[src/rtl/line_follow_pkg.sv]
// Shared types and constants for the line-follower steering controller:
// state encodings, sensor patterns {L,C,R}, motor direction and turn memory values.
package line_follow_pkg;

   typedef enum logic [2:0] {
      ST_IDLE       = 3'd0,
      ST_FORWARD    = 3'd1,
      ST_TURN_LEFT  = 3'd2,
      ST_TURN_RIGHT = 3'd3,
      ST_SEARCH     = 3'd4,
      ST_HALT       = 3'd5
   } state_t;

   localparam logic [2:0] PAT_NONE         = 3'b000;
   localparam logic [2:0] PAT_RIGHT        = 3'b001;
   localparam logic [2:0] PAT_CENTER       = 3'b010;
   localparam logic [2:0] PAT_CENTER_RIGHT = 3'b011;
   localparam logic [2:0] PAT_LEFT         = 3'b100;
   localparam logic [2:0] PAT_SPLIT        = 3'b101;
   localparam logic [2:0] PAT_LEFT_CENTER  = 3'b110;
   localparam logic [2:0] PAT_ALL          = 3'b111;

   localparam logic DIR_FWD = 1'b1;
   localparam logic DIR_REV = 1'b0;

   localparam logic LAST_LEFT  = 1'b0;
   localparam logic LAST_RIGHT = 1'b1;

endpackage

[src/rtl/line_follow_controller_pwm.sv]
// Per-motor PWM generator: free-running period counter, duty/direction captured
// only at the period wrap so pulses are never truncated, plus an immediate force-off.
module motor_pwm
   import line_follow_pkg::*;
#(
   parameter logic [15:0] PWM_PERIOD = 16'd1000
)
(
   input  logic        clk,
   input  logic        rst_n,
   input  logic [15:0] i_duty,
   input  logic        i_dir,
   input  logic        i_forceOff,
   output logic        o_pwm,
   output logic        o_dir
);

   logic [15:0] r_cnt;
   logic [15:0] r_duty;
   logic        r_dirLatch;
   logic        r_dirOut;
   logic        r_pwm;
   logic        w_wrap;

   assign w_wrap = (r_cnt == PWM_PERIOD - 16'd1);

   // The direction pin is delayed one cycle so it switches together with the
   // first pulse of the new period rather than during the tail of the old one.
   always_ff @(posedge clk) begin
      if (!rst_n) begin
         r_cnt      <= 16'd0;
         r_duty     <= 16'd0;
         r_dirLatch <= DIR_FWD;
         r_dirOut   <= DIR_FWD;
         r_pwm      <= 1'b0;
      end else begin
         r_cnt    <= w_wrap ? 16'd0 : r_cnt + 16'd1;
         r_dirOut <= r_dirLatch;
         if (w_wrap) begin
            r_dirLatch <= i_dir;
         end
         if (i_forceOff) begin
            r_duty <= 16'd0;
            r_pwm  <= 1'b0;
         end else begin
            r_pwm <= (r_cnt < r_duty);
            if (w_wrap) begin
               r_duty <= i_duty;
            end
         end
      end
   end

   assign o_pwm = r_pwm;
   assign o_dir = r_dirOut;

endmodule

[src/rtl/line_follow_controller.sv]
// Steering FSM for the line-follower: decodes the {L,C,R} sensor pattern into
// forward/turn/search/halt and commands two phase-aligned motor PWM generators.
module line_follow_controller
   import line_follow_pkg::*;
#(
   parameter logic [15:0] PWM_PERIOD     = 16'd1000,
   parameter logic [15:0] DUTY_FAST      = 16'd800,
   parameter logic [15:0] DUTY_SLOW      = 16'd300,
   parameter logic [23:0] SEARCH_TIMEOUT = 24'd5000000
)
(
   input  logic       clk,
   input  logic       rst_n,
   input  logic       enable,
   input  logic       sensor_left,
   input  logic       sensor_center,
   input  logic       sensor_right,
   output logic       motor_left_pwm,
   output logic       motor_right_pwm,
   output logic       motor_left_dir,
   output logic       motor_right_dir,
   output logic [2:0] state_out,
   output logic       lost
);

   state_t      r_state;
   logic        r_lastTurn;
   logic [23:0] r_searchCnt;
   logic        r_lost;

   logic [2:0]  w_pattern;
   logic [15:0] w_dutyLeft;
   logic [15:0] w_dutyRight;
   logic        w_dirLeft;
   logic        w_dirRight;
   logic        w_forceOff;

   assign w_pattern = {sensor_left, sensor_center, sensor_right};

   always_ff @(posedge clk) begin
      if (!rst_n) begin
         r_state     <= ST_IDLE;
         r_lastTurn  <= LAST_LEFT;
         r_searchCnt <= 24'd0;
         r_lost      <= 1'b0;
      end else begin
         r_lost <= (r_state == ST_HALT);
         if (!enable) begin
            r_state     <= ST_IDLE;
            r_searchCnt <= 24'd0;
         end else if (r_state != ST_HALT) begin
            case (w_pattern)
               PAT_CENTER, PAT_ALL: r_state <= ST_FORWARD;
               PAT_LEFT, PAT_LEFT_CENTER: begin
                  r_state    <= ST_TURN_LEFT;
                  r_lastTurn <= LAST_LEFT;
               end
               PAT_RIGHT, PAT_CENTER_RIGHT: begin
                  r_state    <= ST_TURN_RIGHT;
                  r_lastTurn <= LAST_RIGHT;
               end
               // A split line keeps the current heading; with no heading yet, drive on.
               PAT_SPLIT: begin
                  case (r_state)
                     ST_IDLE, ST_SEARCH:                      r_state <= ST_FORWARD;
                     ST_FORWARD, ST_TURN_LEFT, ST_TURN_RIGHT: r_state <= r_state;
                     default:                                 r_state <= ST_IDLE;
                  endcase
               end
               default: begin
                  if (r_state != ST_SEARCH) begin
                     r_state     <= ST_SEARCH;
                     r_searchCnt <= 24'd0;
                  end else if (r_searchCnt == SEARCH_TIMEOUT - 24'd1) begin
                     r_state <= ST_HALT;
                  end else if (r_searchCnt != 24'hFF_FFFF) begin
                     r_searchCnt <= r_searchCnt + 24'd1;
                  end
               end
            endcase
         end
      end
   end

   // Search spins in place toward the side where the line was last seen.
   always_comb begin
      w_dutyLeft  = 16'd0;
      w_dutyRight = 16'd0;
      w_dirLeft   = DIR_FWD;
      w_dirRight  = DIR_FWD;
      w_forceOff  = 1'b0;
      case (r_state)
         ST_FORWARD: begin
            w_dutyLeft  = DUTY_FAST;
            w_dutyRight = DUTY_FAST;
         end
         ST_TURN_LEFT: begin
            w_dutyLeft  = DUTY_SLOW;
            w_dutyRight = DUTY_FAST;
         end
         ST_TURN_RIGHT: begin
            w_dutyLeft  = DUTY_FAST;
            w_dutyRight = DUTY_SLOW;
         end
         ST_SEARCH: begin
            w_dutyLeft  = DUTY_SLOW;
            w_dutyRight = DUTY_SLOW;
            if (r_lastTurn == LAST_LEFT) begin
               w_dirLeft = DIR_REV;
            end else begin
               w_dirRight = DIR_REV;
            end
         end
         default: w_forceOff = 1'b1;
      endcase
   end

   motor_pwm #(.PWM_PERIOD(PWM_PERIOD)) u_pwmLeft (
      .clk        (clk),
      .rst_n      (rst_n),
      .i_duty     (w_dutyLeft),
      .i_dir      (w_dirLeft),
      .i_forceOff (w_forceOff),
      .o_pwm      (motor_left_pwm),
      .o_dir      (motor_left_dir)
   );

   motor_pwm #(.PWM_PERIOD(PWM_PERIOD)) u_pwmRight (
      .clk        (clk),
      .rst_n      (rst_n),
      .i_duty     (w_dutyRight),
      .i_dir      (w_dirRight),
      .i_forceOff (w_forceOff),
      .o_pwm      (motor_right_pwm),
      .o_dir      (motor_right_dir)
   );

   assign state_out = r_state;
   assign lost      = r_lost;

endmodule

[config.mk]
export PLATFORM = sky130hd
export DESIGN_NAME = line_follow_controller
export DESIGN_NICKNAME = d
export VERILOG_FILES = /design/src/rtl/line_follow_pkg.sv /design/src/rtl/line_follow_controller_pwm.sv /design/src/rtl/line_follow_controller.sv
export SDC_FILE = /design/constraint.sdc
export NUM_CORES = 1
export LEC_CHECK = 0
export ABC_AREA = 1
export CELL_PAD_IN_SITES_DETAIL_PLACEMENT = 1
export CELL_PAD_IN_SITES_GLOBAL_PLACEMENT = 1
export CORE_MARGIN = 3
export CORE_UTILIZATION = 41
export CTS_BUF_LIST = sky130_fd_sc_hd__clkbuf_4 sky130_fd_sc_hd__clkbuf_8
export DETAILED_ROUTE_END_ITERATION = 16
export GPL_TIMING_DRIVEN = 0
export PLACE_DENSITY = 0.8
export REMOVE_ABC_BUFFERS = 1
export SYNTH_ARGS = -nofsm -noshare
export SYNTH_HDL_FRONTEND = slang
export SYNTH_SLANG_ARGS = --single-unit
[constraint.sdc]
create_clock -name clk -period 2.3 [get_ports clk]
set_clock_uncertainty 0.2 [all_clocks]
set_input_delay 0.69 -clock clk [delete_from_list [all_inputs] [get_ports clk]]
set_output_delay 0.69 -clock clk [all_outputs]
set_load 0.1 [all_outputs]
==> out/qor.txt <==
R2R depth - 10
Avg Synthesized Cell Area - 6.64 um^2
Worst Path Buf+Inv - 1
global-route wire length before repair - 20400 um
gr ovfl total - 0
CP Capture Point - state_out[0]
pin count of the biggest net entering global routing - 18
Placement Rows - 36
number of flops mapped to enable cells by yosys - 0
Synth Warn # - 0
Max Slew Vio Count - 0
clk_lat worst skew - 350 ps
Setup crit end kind - primary output
total power - 0.00258 W
synthesized netlist cell count - 637
Clk network pwr share - 43.6%
Synth area leaders - dfxtp_1 (35%), nand2_1 (14%), nor2_1 (9.1%)
synthesis-to-layout area growth - 15.8%
NetSw - 0.000644 W
CTS Sinks - 73
Max VDD drop - 0.000219 V
Max Clk Rate - 0.446 GHz
PortBufs - 13
clk slew on worst S/H paths - 80 ps
leading cell type by number of instances after synthesis - nand2_1
vias per inst - 5.26
I/O pins - 14
Yosys reg bits - 73
Nets - 681
critical path peak fanout - 4
total die area - 0.0116 mm^2
CP top delay family - buffers and inverters
CP required - 1410 ps
clock root buffer - clkbuf_8
sequential area share after synthesis - 34.6%
number of max-cap violations - 0
critical path depth - 1
Starting Density - 42.7%
# DRC - 0
# fillers - 1309
Post-Route WL - 12200 um
outcome - finished clean
Hold Path Class - register to register
PD cells - 526 mW/mm^2
Post-synth ARST share - 0%
CP max stage delay - 580 ps
CTS tree - done
Initial DRC Count - 195
Final min period - 2240 ps
H-tree depth - 3
Yosys top cell area share - 34.6%
Core Util, Final - 49.4%
placer congestion estimate - 0.901
Core Area - 0.00991 mm^2
critical path class - register to primary output
worst r2r dst - r_searchCnt[9]$_SDFFE_PN0P_
initial antenna violation count - 0
crit share post-route - 97.4%
Synth cell types - 37
R2R setup slack - 130 ps
critical path's slowest cell - clkdlybuf4s15_2
dpl hpwl - 8640 um
Vias - 4219
most frequent cells after synthesis - nand2_1 (155), nor2_1 (103), inv_1 (84)
Post-DP Area - 0.00445 mm^2
critical path startpoint - state_out[0]$_SDFFE_PN0P_
worst slew pin tran - 601 ps
Clock Path Buffers - 2
Pint - 0.00193 W
fin area - 0.00490 mm^2
fraction of layout cells with a size suffix above 1 - 12.7%
Critical Path AT - 1350 ps
Die Width - 108 um
final hold violation count - 0
dominant synthesized flop cell - dfxtp_1
number of setup violations in the final report - 0
Slew HR - 59.6%
n_diodes - 0
largest area contributor in the synthesized netlist - dfxtp_1
Leakage Power - 1.91 nW
vias in the first global route - 4386
TritonCTS Buffers - 9
Post-Syn Area - 0.00423 mm^2
Wirelength per Cell - 15.2 um
GRT Util Overall - 21.9%
switching share of total power - 25.0%
Post-DRT Antenna Nets - 0
FF-to-FF Start - r_searchCnt[0]$_SDFFE_PN0P_
Seq pwr share - 50.1%
drt first pass iters - 4
Die Y - 108 um
cell breakdown of the critical path - clkdlybuf4s15_2
Logic pwr share - 6.3%
crit start category - register
==> worst min-delay path by stage <==
stage / cells past startpoint / start / slack, ps / end
floorplan: 1 / u_pwmLeft.r_cnt[0]$_SDFF_PP0_ / 220 / u_pwmLeft.r_cnt[0]$_SDFF_PP0_
global placement: 1 / u_pwmRight.r_dirLatch$_SDFFE_PN1P_ / 230 / u_pwmRight.o_dir$_SDFF_PN1_
detailed placement: 1 / u_pwmRight.r_dirLatch$_SDFFE_PN1P_ / 230 / u_pwmRight.o_dir$_SDFF_PN1_
CTS: 1 / u_pwmLeft.r_cnt[0]$_SDFF_PP0_ / 250 / u_pwmLeft.r_cnt[0]$_SDFF_PP0_
global route: 1 / u_pwmLeft.r_cnt[0]$_SDFF_PP0_ / 270 / u_pwmLeft.r_cnt[0]$_SDFF_PP0_
finish: 1 / u_pwmLeft.r_cnt[0]$_SDFF_PP0_ / 250 / u_pwmLeft.r_cnt[0]$_SDFF_PP0_
==> flip-flops by register name, indices dropped and copies added, names as in the netlist, 3 cells and up <==
name	count
r_searchCnt	24
state_out	3
u_pwmLeft.r_cnt	16
u_pwmLeft.r_duty	3
u_pwmRight.r_cnt	16
u_pwmRight.r_duty	3
==> per-stage QoR <==
stage	setup WS (ps)	std cells	setup TNS, ps	hold WS, ps
global route	-15.7	802	-29.8	270
floorplan	-612	624	-14780	218
detailed placement	-1670	770	-37740	235
finish	60.2	802	0	247
global placement	-1440	770	-33330	227
CTS	9.86	798	0	252
==> layout by cell type (no fill, tap or decap), types with 3 or more instances in the layout <==
cell             instances
nand2_2                 10
dlymetal6s2s_1           3
inv_1                   82
xor2_1                   7
xnor2_1                  3
nor3b_1                  8
ha_1                    10
a31oi_1                  3
nor4_1                   4
a21oi_2                  4
clkinvlp_4               3
nor3_1                  21
nand4_1                 30
clkdlybuf4s15_2          6
nand3_2                  4
buf_4                   12
clkbuf_8                12
nand3_1                 37
nor2_4                   5
dfxtp_1                 72
o21ai_0                 14
o21a_1                   3
a21oi_1                 32
or2_2                    5
nand2_1                150
nor2_2                   4
nor2_1                  96
==> kinds of logic (layout without fill, tap and decap cells) <==
logic type | Yosys count | after routing | share of synthesized area, %
compound gates | 62 | 62 | 8.31
xor+xnor | 10 | 10 | 2.07
fa+ha+maj | 11 | 11 | 3.25
buf+inv | 99 | 128 | 9.47
flops | 73 | 73 | 34.6
simple gates | 382 | 385 | 42.3
==> routing by layer <==
metal | share of wire [%] | track usage, %
met1 | 46 | 27.1
met2 | 50 | 39.4
met3 | 2.5 | 2.46
met4 | 1.6 | 7.03
met5 | 0 | 0
==> cell type report <==
cell class	instances	area (um^2)	area share (%)
Timing Repair Buffer	26	248	5.06
Multi-Input combinational cell	468	2470	50.4
Sequential cell	73	1460	29.9
Tap cell	133	166	3.40
Clock buffer	13	173	3.53
Inverter	86	330	6.75
Clock inverter	3	46.3	0.946
==> power groups by stage <==
stage | clock (W) | sequential (W) | combinational, W
floorplan | 0 | 0.00133 | 0.0000719
global placement | 0 | 0.00132 | 0.000132
detailed placement | 0 | 0.00132 | 0.000138
CTS | 0.00114 | 0.00129 | 0.000158
global route | 0.00120 | 0.00129 | 0.000180
finish | 0.00112 | 0.00129 | 0.000163
==> what timing repair did <==
action	in CTS	in global routing
resized for setup	42	13
hold buffers	0	0
endpoints found under the setup margin	42	38
pin swaps	4	4
buffers inserted	10	3
cloned	2	1
(Power assumes the default switching activity.)
